### src/rtl/sr_cmd_driver_if.sv
// Command handshake into sr_cmd_driver: the source offers cmd_op with cmd_valid,
// and the driver accepts it on any edge where cmd_ready is also high.
interface sr_cmd_driver_if;
  logic       cmd_valid;
  logic       cmd_ready;
  logic [1:0] cmd_op;

  modport master (output cmd_valid, output cmd_op, input cmd_ready);
  modport slave  (input cmd_valid, input cmd_op, output cmd_ready);
endinterface

### src/rtl/sr_cmd_driver.sv
// Buffers set/clear/toggle commands and turns each one into an en+s or en+r pulse
// for a downstream SR flip-flop, keeping a shadow of its state so s=r=1 never occurs.
module sr_cmd_driver #(
  parameter int DEPTH     = 4,
  parameter int PULSE_LEN = 1
) (
  input  logic           clk,
  input  logic           reset,
  sr_cmd_driver_if.slave cmd,
  output logic           s,
  output logic           r,
  output logic           en,
  output logic           q_shadow,
  output logic           busy,
  output logic [7:0]     cmd_count
);

  localparam int AW = $clog2(DEPTH);
  localparam int PW = $clog2(PULSE_LEN + 1);

  localparam logic [AW-1:0] PTR_ONE  = AW'(1);
  localparam logic [AW:0]   CNT_ONE  = (AW+1)'(1);
  localparam logic [AW:0]   CNT_FULL = (AW+1)'(DEPTH);
  localparam logic [PW-1:0] PLS_LOAD = PW'(PULSE_LEN);
  localparam logic [PW-1:0] PLS_ONE  = PW'(1);

  localparam logic [1:0] OP_NOP = 2'b00;
  localparam logic [1:0] OP_CLR = 2'b01;
  localparam logic [1:0] OP_SET = 2'b10;

  // IDLE: pop head | DRIVE: pulse counter running | GAP: one quiet cycle, then commit
  typedef enum logic [1:0] {IDLE = 2'd0, DRIVE = 2'd1, GAP = 2'd2} state_t;

  state_t          state_q, state_d;
  logic [1:0]      fifo_q [DEPTH];
  logic [1:0]      fifo_d [DEPTH];
  logic [AW-1:0]   wr_ptr_q, wr_ptr_d;
  logic [AW-1:0]   rd_ptr_q, rd_ptr_d;
  logic [AW:0]     count_q, count_d;
  logic [PW-1:0]   pcnt_q, pcnt_d;
  logic            pol_q, pol_d;
  logic            s_q, s_d;
  logic            r_q, r_d;
  logic            en_q, en_d;
  logic            q_shadow_q, q_shadow_d;
  logic            busy_q, busy_d;
  logic            cmd_ready_q, cmd_ready_d;
  logic [7:0]      cmd_count_q, cmd_count_d;
  logic            push;
  logic            pop;
  logic [1:0]      head;

  always_comb begin
    push        = cmd.cmd_valid && cmd_ready_q;
    pop         = (state_q == IDLE) && (count_q != '0);
    head        = fifo_q[rd_ptr_q];
    fifo_d      = fifo_q;
    wr_ptr_d    = wr_ptr_q;
    rd_ptr_d    = rd_ptr_q;
    count_d     = count_q;
    state_d     = state_q;
    pcnt_d      = pcnt_q;
    pol_d       = pol_q;
    q_shadow_d  = q_shadow_q;
    cmd_count_d = cmd_count_q;

    if (push) begin
      fifo_d[wr_ptr_q] = cmd.cmd_op;
      wr_ptr_d         = wr_ptr_q + PTR_ONE;
    end
    if (pop) begin
      rd_ptr_d = rd_ptr_q + PTR_ONE;
    end
    if (push && !pop) begin
      count_d = count_q + CNT_ONE;
    end else if (!push && pop) begin
      count_d = count_q - CNT_ONE;
    end

    case (state_q)
      IDLE: begin
        if (pop && (head != OP_NOP)) begin
          state_d = DRIVE;
          pcnt_d  = PLS_LOAD;
          case (head)
            OP_SET:  pol_d = 1'b1;
            OP_CLR:  pol_d = 1'b0;
            default: pol_d = !q_shadow_q;
          endcase
        end
      end
      DRIVE: begin
        if (pcnt_q == PLS_ONE) begin
          state_d = GAP;
        end else begin
          pcnt_d = pcnt_q - PLS_ONE;
        end
      end
      GAP: begin
        state_d     = IDLE;
        q_shadow_d  = pol_q;
        cmd_count_d = cmd_count_q + 8'd1;
      end
      default: state_d = IDLE;
    endcase

    // Outputs trail the state by one edge, so en covers the DRIVE span shifted by one.
    en_d        = (state_q == DRIVE);
    s_d         = en_d && pol_q;
    r_d         = en_d && !pol_q;
    busy_d      = (state_d != IDLE) || (count_d != '0);
    cmd_ready_d = (count_d != CNT_FULL);
  end

  always_ff @(posedge clk) begin
    fifo_q <= fifo_d;
    if (reset) begin
      state_q     <= IDLE;
      wr_ptr_q    <= '0;
      rd_ptr_q    <= '0;
      count_q     <= '0;
      pcnt_q      <= '0;
      pol_q       <= 1'b0;
      s_q         <= 1'b0;
      r_q         <= 1'b0;
      en_q        <= 1'b0;
      q_shadow_q  <= 1'b0;
      busy_q      <= 1'b0;
      cmd_ready_q <= 1'b0;
      cmd_count_q <= 8'd0;
    end else begin
      state_q     <= state_d;
      wr_ptr_q    <= wr_ptr_d;
      rd_ptr_q    <= rd_ptr_d;
      count_q     <= count_d;
      pcnt_q      <= pcnt_d;
      pol_q       <= pol_d;
      s_q         <= s_d;
      r_q         <= r_d;
      en_q        <= en_d;
      q_shadow_q  <= q_shadow_d;
      busy_q      <= busy_d;
      cmd_ready_q <= cmd_ready_d;
      cmd_count_q <= cmd_count_d;
    end
  end

  assign cmd.cmd_ready = cmd_ready_q;
  assign s             = s_q;
  assign r             = r_q;
  assign en            = en_q;
  assign q_shadow      = q_shadow_q;
  assign busy          = busy_q;
  assign cmd_count     = cmd_count_q;

endmodule

### src/flat_wrapper.sv
// flat-port wrapper written by rule: the top's interface ports become plain ports
module sr_cmd_driver_flat 
#(
  parameter int DEPTH     = 4,
  parameter int PULSE_LEN = 1
)
  (clk, reset, s, r, en, q_shadow, busy, cmd_count, cmd_cmd_valid, cmd_cmd_op, cmd_cmd_ready);
  sr_cmd_driver_if cmd_i ();
  input  logic clk;
  input  logic reset;
  output logic s;
  output logic r;
  output logic en;
  output logic q_shadow;
  output logic busy;
  output logic [7:0] cmd_count;
  input wire logic [$bits(cmd_i.cmd_valid)-1:0] cmd_cmd_valid;
  input wire logic [$bits(cmd_i.cmd_op)-1:0] cmd_cmd_op;
  output wire logic [$bits(cmd_i.cmd_ready)-1:0] cmd_cmd_ready;
  assign cmd_i.cmd_valid = cmd_cmd_valid;
  assign cmd_i.cmd_op = cmd_cmd_op;
  assign cmd_cmd_ready = cmd_i.cmd_ready;
  sr_cmd_driver #(.DEPTH(DEPTH), .PULSE_LEN(PULSE_LEN)) u_core (.clk(clk), .reset(reset), .cmd(cmd_i), .s(s), .r(r), .en(en), .q_shadow(q_shadow), .busy(busy), .cmd_count(cmd_count));
endmodule
### config.mk
export PLATFORM = sky130hd
export DESIGN_NAME = sr_cmd_driver_flat
export DESIGN_NICKNAME = d
export VERILOG_FILES = /design/src/rtl/sr_cmd_driver_if.sv /design/src/rtl/sr_cmd_driver.sv /design/src/flat_wrapper.sv
export SDC_FILE = /design/constraint.sdc
export NUM_CORES = 1
export LEC_CHECK = 0
export CAP_MARGIN = 20
export CORE_MARGIN = 2
export CORE_UTILIZATION = 53
export DETAILED_ROUTE_END_ITERATION = 10
export HOLD_SLACK_MARGIN = 0.15
export PLACE_DENSITY = 0.83
export SYNTH_ARGS = -nofsm -noshare
export SYNTH_HDL_FRONTEND = slang
export SYNTH_SLANG_ARGS = --single-unit
### constraint.sdc
create_clock -name clk -period 2.09 [get_ports clk]
set_input_delay 0.627 -clock clk [delete_from_list [all_inputs] [get_ports clk]]
set_output_delay 0.627 -clock clk [all_outputs]
set_load 0.02 [all_outputs]
==> results.yml <==
floorplanning:
  dieHeight_um: 56.8
  start_util_pct: 54.5
  die_area_um2: 3220
  die_w_um: 56.8
  row_count: 19
  core_area_um2: 2710
  ioPinCount: 19
setup_path:
  crit_required_ns: 1.46
  startpoint: "u_core.cmd_count[2]"
  cp.depth: 1
  end_kind: "primary output"
  slowest_stage: "clkdlybuf4s50_1"
  slowest_delay_ns: 0.63
  worst_ep_arrival_time_ns: 1.37
  cp.buffers_inverters: 1
  critPathTopFamily: "buffers and inverters"
  r2r_start: "u_core.count_q[1]"
  cp_max_fo: 5
  critPathLaunchType: "flip-flop"
  r2r_end: "u_core.busy"
  worstRegToRegCells: 7
  crit_end: "cmd_count[2]"
  r2r_slack_ns: 0.14
  worstPathCellList: "clkdlybuf4s50_1"
  crit_type: "reg -> out"
synthesis:
  synth-xor-area-share_pct: 6.53
  synth_compound_area_share_pct: 9.07
  async_flop_share_pct: 0
  muxShareOfSynthArea_pct: 5.08
  ys_seq_area_share_pct: 50.2
  ys_ff_latch: 33
  synthDistinctLibCells: 34
  synthCells: 140
  yosysWarnings: 0
  synth_ff_type: "dfxtp_1"
  synth-edff-count: 8
  synth_nets: 155
  syn_avg_cell_area_um2: 10.5
  synth_top_family_by_area: "simple AND/OR/NAND/NOR gates"
  synthSimpleGateAreaFrac_pct: 17.2
  synth_fa_ha_area_share_pct: 8.47
  syn_area_um2: 1480
placed_design:
  dp.cells: 189
  gp_congestion: 0.743
  place_ws_ns: -0.0377
  io_buffers: 18
  placed_cell_area_um2: 1710
  dp_hpwl_mm: 1.85
clock_tree:
  clock_path_buffers: 2
  cts_root_buf: "clkbuf_4"
  cts_buffers: 5
  clkTransAtPathRegs_ns: 0.09
  cts.sinks: 33
  postCtsHoldBufs: 0
  htree_levels: 2
  cts_tree: "yes"
  post_cts_buffers: 0
  insertion_delay_ns: 0.33
final_layout:
  final_util_pct: 65.2
  stdcell_area_um2: 1770
  num-nets-final: 180
  diodes: 0
  drive_above_1_share_pct: 12.7
  fill_cells: 239
  stdcell_count: 197
  area.growth.synth_to_final_pct: 19.7
detailed_routing:
  via_count: 1059
  vias_per_cell: 5.38
  first_pass_iters: 4
  wl_mm: 2.46
  drc: 0
  wl_per_cell_um: 12.5
  drt-initial-drc-count: 23
  antenna_left: 0
global_route:
  grt_max_degree: 22
  grtUsageTotal_pct: 17.7
  overflow: 0
  first_global_vias: 1000
  grt_pass1_wl_mm: 4.33
  antenna_found_initial: 0
hold_path:
  hold_class: "reg -> reg"
timing:
  tns_ns: 0
  max_freq_mhz: 502
  slew-limit-headroom_pct: 71.7
  hold_viol: 0
  rsz0062_at_grt: "false"
  fin_crit_ns: 1.99
  slew_violations: 0
  setup_viol_count_final: 0
  worst_slack_ns: 0.0960
  worst_pin_slew_ns: 0.424
  clock_skew_ns: 0.00563
  hold_slack_ns: 0.467
  fin_crit_sh_pct: 95.4
pwr:
  finalPower_mw: 1.97
  power_leakage_nw: 0.717
  power_density_nw_per_um2: 1110
  ir_drop_v: 0.000704
outcome:
  status: "finished, final reports clean"
run:
  maxCapViolCount: 0
-- final cells by class --
| type | instances | area, µm² | share of cell area (%) |
|---|---|---|---|
| sequential | 33 | 743 | 42.0 |
| multi-input combinational | 94 | 688 | 38.9 |
| timing repair buffer | 22 | 213 | 12.0 |
| clock buffer | 6 | 41.3 | 2.34 |
| tap | 31 | 38.8 | 2.19 |
| inverter | 9 | 33.8 | 1.91 |
| clock inverter | 2 | 10.0 | 0.566 |
-- where the power goes --
group,switching (mW),leakage (nW),internal (mW)
combinational,0.406,0.408,0.359
sequential,0.105,0.277,0.766
clock,0.202,0.0320,0.128
-- worst reg2reg max path: cells and delay by family, from the launching register on --
| family | cells | cell delay (ns) |
|---|---|---|
| fa+ha+maj | 2 | 0.46 |
| simple gates | 1 | 0.43 |
| mux | 2 | 0.39 |
| flops | 1 | 0.38 |
| compound gates | 1 | 0.12 |
| buf+inv | 1 | 0.05 |
-- repair_timing --
item | 4_1_cts | 5_1_grt
endpoints found under the setup margin | 1 | 3
resized for setup | 1 | 3
pin swaps | 0 | 1
-- worst min path at each step --
stage | from | end | slack (ns) | cells past startpoint
finish | u_core.pcnt_q | u_core.state_q[1] | 0.47 | 1
global route | u_core.pol_q | u_core.r | 0.51 | 1
CTS | u_core.pol_q | u_core.r | 0.47 | 1
detailed placement | u_core.pcnt_q | u_core.state_q[1] | 0.45 | 1
global placement | u_core.pcnt_q | u_core.state_q[1] | 0.43 | 1
floorplan | u_core.pol_q | u_core.r | 0.43 | 1
-- cell families after synthesis --
| logic type | after synthesis |
|---|---|
| AND/OR/NAND/NOR | 52 |
| flip-flops | 33 |
| AO/OA/AOI/OAI | 16 |
| buffers and inverters | 13 |
| XOR/XNOR | 11 |
| adder cells (fa/ha/maj) | 10 |
| multiplexers | 5 |
-- placed cells by master, fill, tap and decap left out, types with 2 or more instances in the layout --
cell | netlist | layout
clkbuf_4 | 0 | 5
buf_4 | 0 | 4
nand2_1 | 13 | 13
clkinv_2 | 0 | 2
nand4_1 | 3 | 3
xnor2_1 | 5 | 5
and3_2 | 4 | 4
mux2i_1 | 3 | 2
nor3_1 | 2 | 2
mux4_2 | 2 | 2
edfxtp_1 | 8 | 8
ha_1 | 10 | 10
nor2b_1 | 2 | 2
clkdlybuf4s50_1 | 0 | 17
and3_1 | 2 | 2
nor2_1 | 18 | 18
dfxtp_2 | 0 | 2
dfxtp_1 | 25 | 23
and2_1 | 2 | 2
nor3b_1 | 2 | 2
xor2_1 | 6 | 6
a21oi_1 | 6 | 6
inv_1 | 9 | 9
-- metal layers --
layer  global-route usage, %  routed length, µm
met1                    22.0               1120
met2                    27.6               1190
met3                    5.53                 94
met4                    8.97                 55
met5                       0                  0
-- sequential cells by signal (all words and copies together) (netlist names), 2 cells and up --
name              cells
u_core.cmd_count      8
u_core.count_q        3
u_core.wr_ptr_q       2
u_core.fifo_q         8
u_core.state_q        2
u_core.rd_ptr_q       2
-- cells in the mapped netlist, drive strengths merged, types with 2 or more instances --
library cell / n / share of area, %
a21oi: 6 / 2.0
and2: 2 / 0.85
and3: 6 / 2.9
buf: 2 / 0.68
clkbuf: 2 / 0.51
dfxtp: 25 / 34
edfxtp: 8 / 16
ha: 10 / 8.5
inv: 9 / 2.3
mux2i: 3 / 2.0
mux4: 2 / 3.1
nand2: 13 / 3.3
nand4: 3 / 1.3
nor2: 18 / 4.6
nor2b: 2 / 0.85
nor3: 2 / 0.68
nor3b: 2 / 1.0
xnor2: 5 / 3.0
xor2: 6 / 3.6
Note: power is estimated with default switching activity, not from simulation.
